<file path="src/rtl/state_sequencer.sv">
// state_sequencer
// Steps through a table of state codes held in an external synchronous memory.
// Each entry is held for DWELL running cycles. The run can be paused, rewound,
// looped, or stopped after the last entry (one-shot mode).
//
// Ports
//   CLK          clock, all logic on the rising edge
//   RESET_N      asynchronous active-low reset
//   EN           run enable (0 pauses the dwell count)
//   ONE_SHOT     1 = stop after the last entry, 0 = loop
//   RESTART      single-cycle pulse, rewinds to entry 0
//   MEM_ADDR     registered address to the external memory
//   MEM_Q        memory read data, valid one cycle after MEM_ADDR
//   CurrentState registered state code (illegal codes map to 0)
//   STEP         one-cycle pulse on each address advance
//   DONE         high while a one-shot sequence is complete
module state_sequencer #(
  parameter int unsigned STATE_W    = 3,
  parameter int unsigned ADDR_W     = 2,
  parameter int unsigned DEPTH      = 4,
  parameter int unsigned NUM_STATES = 4,
  parameter int unsigned DWELL      = 26
) (
  input  logic               CLK,
  input  logic               RESET_N,
  input  logic               EN,
  input  logic               ONE_SHOT,
  input  logic               RESTART,
  output logic [ADDR_W-1:0]  MEM_ADDR,
  input  logic [STATE_W-1:0] MEM_Q,
  output logic [STATE_W-1:0] CurrentState,
  output logic               STEP,
  output logic               DONE
);

  localparam int unsigned CntW = (DWELL > 2) ? $clog2(DWELL) : 1;

  localparam logic [CntW-1:0]    CntLast      = CntW'(DWELL - 1);
  localparam logic [ADDR_W-1:0]  AddrLast     = ADDR_W'(DEPTH - 1);
  localparam logic [STATE_W:0]   NumStatesExt = (STATE_W + 1)'(NUM_STATES);

  typedef enum logic [1:0] {
    StIdle,
    StRun,
    StPause,
    StFin
  } state_e;

  state_e          state_q;
  logic [CntW-1:0] cnt_q;
  logic            state_legal;

  // Extra top bit lets NUM_STATES = 2**STATE_W compare correctly.
  assign state_legal = ({1'b0, MEM_Q} < NumStatesExt);

  always_ff @(posedge CLK or negedge RESET_N) begin
    if (!RESET_N) begin
      state_q  <= StIdle;
      cnt_q    <= '0;
      MEM_ADDR <= '0;
      STEP     <= 1'b0;
      DONE     <= 1'b0;
    end else begin
      STEP <= 1'b0;
      if (RESTART) begin
        // Rewind wins over any dwell expiry in the same cycle.
        cnt_q    <= '0;
        MEM_ADDR <= '0;
        DONE     <= 1'b0;
        state_q  <= EN ? StRun : StIdle;
      end else begin
        unique case (state_q)
          StIdle: begin
            if (EN) state_q <= StRun;
          end
          StRun: begin
            if (cnt_q == CntLast) begin
              // Expiry completes even if EN just fell; pause afterwards.
              cnt_q <= '0;
              if ((MEM_ADDR == AddrLast) && ONE_SHOT) begin
                state_q <= StFin;
                DONE    <= 1'b1;
              end else begin
                MEM_ADDR <= (MEM_ADDR == AddrLast) ? '0 : MEM_ADDR + 1'b1;
                STEP     <= 1'b1;
                if (!EN) state_q <= StPause;
              end
            end else if (EN) begin
              cnt_q <= cnt_q + 1'b1;
            end else begin
              state_q <= StPause;
            end
          end
          StPause: begin
            if (EN) state_q <= StRun;
          end
          StFin: begin
            DONE <= 1'b1;
          end
          default: state_q <= StIdle;
        endcase
      end
    end
  end

  // Decode stage: memory data is registered every cycle regardless of FSM state.
  always_ff @(posedge CLK or negedge RESET_N) begin
    if (!RESET_N) begin
      CurrentState <= '0;
    end else begin
      CurrentState <= state_legal ? MEM_Q : '0;
    end
  end

endmodule

</file>
<file path="config.mk">
export PLATFORM = sky130hd
export DESIGN_NAME = state_sequencer
export DESIGN_NICKNAME = d
export VERILOG_FILES = /design/src/rtl/state_sequencer.sv
export SDC_FILE = /design/constraint.sdc
export NUM_CORES = 1
export LEC_CHECK = 0
export ABC_AREA = 1
export BUFFER_PORTS_ARGS = -buffer_cell sky130_fd_sc_hd__clkbuf_2
export CORE_MARGIN = 2
export CORE_UTILIZATION = 57
export DETAILED_ROUTE_END_ITERATION = 12
export PLACE_DENSITY = 0.82
export SYNTH_ARGS = -nofsm -noshare
export SYNTH_HDL_FRONTEND = slang
export SYNTH_SLANG_ARGS = --single-unit
</file>
<file path="constraint.sdc">
create_clock -name CLK -period 3.1 [get_ports CLK]
set_input_delay 0.31 -clock CLK [delete_from_list [all_inputs] [get_ports CLK]]
set_output_delay 0.31 -clock CLK [all_outputs]
set_load 0.05 [all_outputs]
</file>
==> results.json <==
{
  "drv_cap": 0,
  "worstHoldPathCells": 2,
  "cp-end-kind": "output port",
  "mostFrequentLayoutCell": "nand2_1",
  "regArea_sq_um": 325,
  "switching_power_mw": 0.189,
  "cts_hold_buf": 1,
  "clock_path_buffers": 2,
  "grt_setup_unrepaired": "false",
  "top_usage_layer": "met2",
  "post-place-ws_ns": 1.78,
  "ys_seq_area_frac": 0.405,
  "avgSynthCellArea_sq_um": 7.58,
  "cts.sinks": 13,
  "n_antenna_cell": 0,
  "die-height_um": 41.5,
  "cts.htree.levels": 1,
  "swShare": 0.392,
  "die_area_sq_mm": 0.00173,
  "place.gp.congestion": 0.869,
  "use_met3": 0.0652,
  "clk_pin_slew_ns": 0.07,
  "path_max_fanout": 4,
  "layout_common_cells": "nand2_1, dfrtp_1, clkbuf_2, inv_1, nor2_1",
  "grt_max_degree": 14,
  "p_per_area_mw_per_mm2": 531,
  "drt_iter0_markers": 24,
  "min_from": "MEM_Q[2]",
  "ys_seq_elements": 13,
  "place.detailed.hpwl_mm": 1.14,
  "path_class": "reg2out",
  "drt_pass1_iterations": 4,
  "hold_path_end": "CurrentState[0]",
  "arrival_ns": 0.96,
  "clk_latency_ns": 0.27,
  "outcome": "completed",
  "fin_worst_skew_ns": 0.00643,
  "hold_violations": 0,
  "fillers": 119,
  "power_mw": 0.481,
  "multi_input_area_sq_um": 399,
  "worst_setup_path_start_kind": "flop",
  "global_route.usage.total": 0.192,
  "num_vias": 677,
  "post_cts_buffers": 0,
  "fmax_ghz": 0.785,
  "core_area_sq_mm": 0.00130,
  "finalSetupViolCount": 0,
  "reg2reg_slack_ns": 1.83,
  "r2r_end": "MEM_ADDR[1]",
  "power_frac_clock": 0.213,
  "peakVddDrop_v": 0.000287,
  "ant_nets": 0,
  "pwr-share-comb": 0.341,
  "cts_tree": "yes",
  "grt_util_met2": 0.291,
  "critPathRequiredTime_ns": 2.79,
  "worstReg2RegStart": "cnt_q[1]",
  "syn2layout_area_growth_pct": 12.6,
  "drive_above_1_share": 0.262,
  "viasPerCell": 4.94,
  "synth_edf_count": 0,
  "power.internal_mw": 0.292,
  "synthArstFlopShare": 1.00,
  "cts_root_buf": "clkbuf_4",
  "rr_worst_depth": 9,
  "path_cells": "clkbuf_2",
  "setup_ws_ns": 1.83,
  "port_buffers": 13,
  "nets": 134,
  "syn_area_sq_um": 803,
  "wl_mm": 1.39,
  "fp-row-count": 13,
  "seqPwrFrac": 0.445,
  "numCtsBuffers": 3,
  "cts_resized": 0,
  "pin_count": 15,
  "synth_nets": 117,
  "grt.met1_usage": 0.246,
  "yosysUniqueCellTypes": 22,
  "synthFlopType": "dfrtp_1",
  "min_period_ns": 1.27,
  "antenna_found_initial": 0,
  "yosysWarnings": 0,
  "period_share": 0.411,
  "drv_slew": 0,
  "critical_path_buf_inv_count": 1,
  "cp_slowest_stage_delay_ns": 0.40,
  "p_leak_nw": 0.503,
  "crit_slowest_cell": "dfrtp_1",
  "crit_family": "flip-flops",
  "fin_setup_tns_ns": 0,
  "drcViolationCount": 0,
  "min_path_type": "in2reg",
  "grt_pass1_vias": 625,
  "start_util": 0.617,
  "gr-total-overflow": 0,
  "die_width_um": 41.5,
  "syn_inst": 106,
  "fin_util": 0.695,
  "drt-wirelength-per-cell_um": 10.2,
  "grt_pass1_wl_mm": 2.51
}
==> registers in the layout, indices dropped and copies added (netlist names) <==
register and flops:
CurrentState 2, state_q 2, cnt_q 5, MEM_ADDR 2, DONE 1, STEP 1
==> through the flow <==
stage	instance area, sq um	cells	hold WS, ns
floorplan	803	106	0.0144
global placement	868	132	0.219
detailed placement	868	132	0.219
CTS	905	137	0.192
global route	905	137	0.187
finish	905	137	0.199
==> power groups by stage <==
stage	clock network (mW)	registers, mW	logic, mW
6_report	0.103	0.214	0.164
3_5_place_dp	0	0.218	0.165
3_3_place_gp	0	0.217	0.162
2_1_floorplan	0	0.258	0.0865
4_1_cts	0.106	0.214	0.166
5_1_grt	0.120	0.219	0.183
==> layout make-up <==
class / count / area share
multi-input combinational: 75 / 0.441
tap: 15 / 0.0207
timing repair buffer: 14 / 0.0830
sequential: 13 / 0.360
inverter: 16 / 0.0664
clock buffer: 4 / 0.0290
==> synthesized netlist by cell type (2+ instances only) <==
| library cell | number | area, sq um |
|---|---|---|
| dfrtp_1 | 13 | 325 |
| ha_1 | 3 | 37.5 |
| inv_1 | 12 | 45.0 |
| inv_2 | 4 | 15.0 |
| nand2_1 | 30 | 113 |
| nand2_2 | 3 | 18.8 |
| nand2_4 | 3 | 33.8 |
| nand3_1 | 9 | 45.0 |
| nand3b_1 | 2 | 15.0 |
| nor2_1 | 12 | 45.0 |
| nor2_4 | 2 | 22.5 |
| o21ai_1 | 2 | 10.0 |
| o21ai_2 | 2 | 17.5 |
==> cells by family (layout without fill, tap and decap cells) <==
family / after synthesis / count (layout) / share of synthesized area
other cells: 1 / 1 / 0.00467
fa+ha+maj: 3 / 3 / 0.0467
simple gates: 65 / 65 / 0.399
compound gates: 6 / 6 / 0.0467
buf+inv: 18 / 34 / 0.0981
flops: 13 / 13 / 0.405
==> layer usage <==
layer | vias up | share of wire
met5 | - | 0
met4 | 0 | 0.0093
met3 | 2 | 0.043
met2 | 17 | 0.48
met1 | 298 | 0.47
li1 | 360 | -
==> worst max-delay path by stage <==
stage | from | to | depth (start not counted)
after floorplan | MEM_ADDR[0] | MEM_ADDR[0] | 7
after global placement | RESTART | cnt_q[1] | 7
after detailed placement | RESTART | cnt_q[4] | 7
after CTS | MEM_ADDR[0] | MEM_ADDR[0] | 1
after global routing | cnt_q[1] | MEM_ADDR[1] | 9
final | MEM_ADDR[0] | MEM_ADDR[0] | 1
Note: power is estimated with default switching activity, not from simulation.
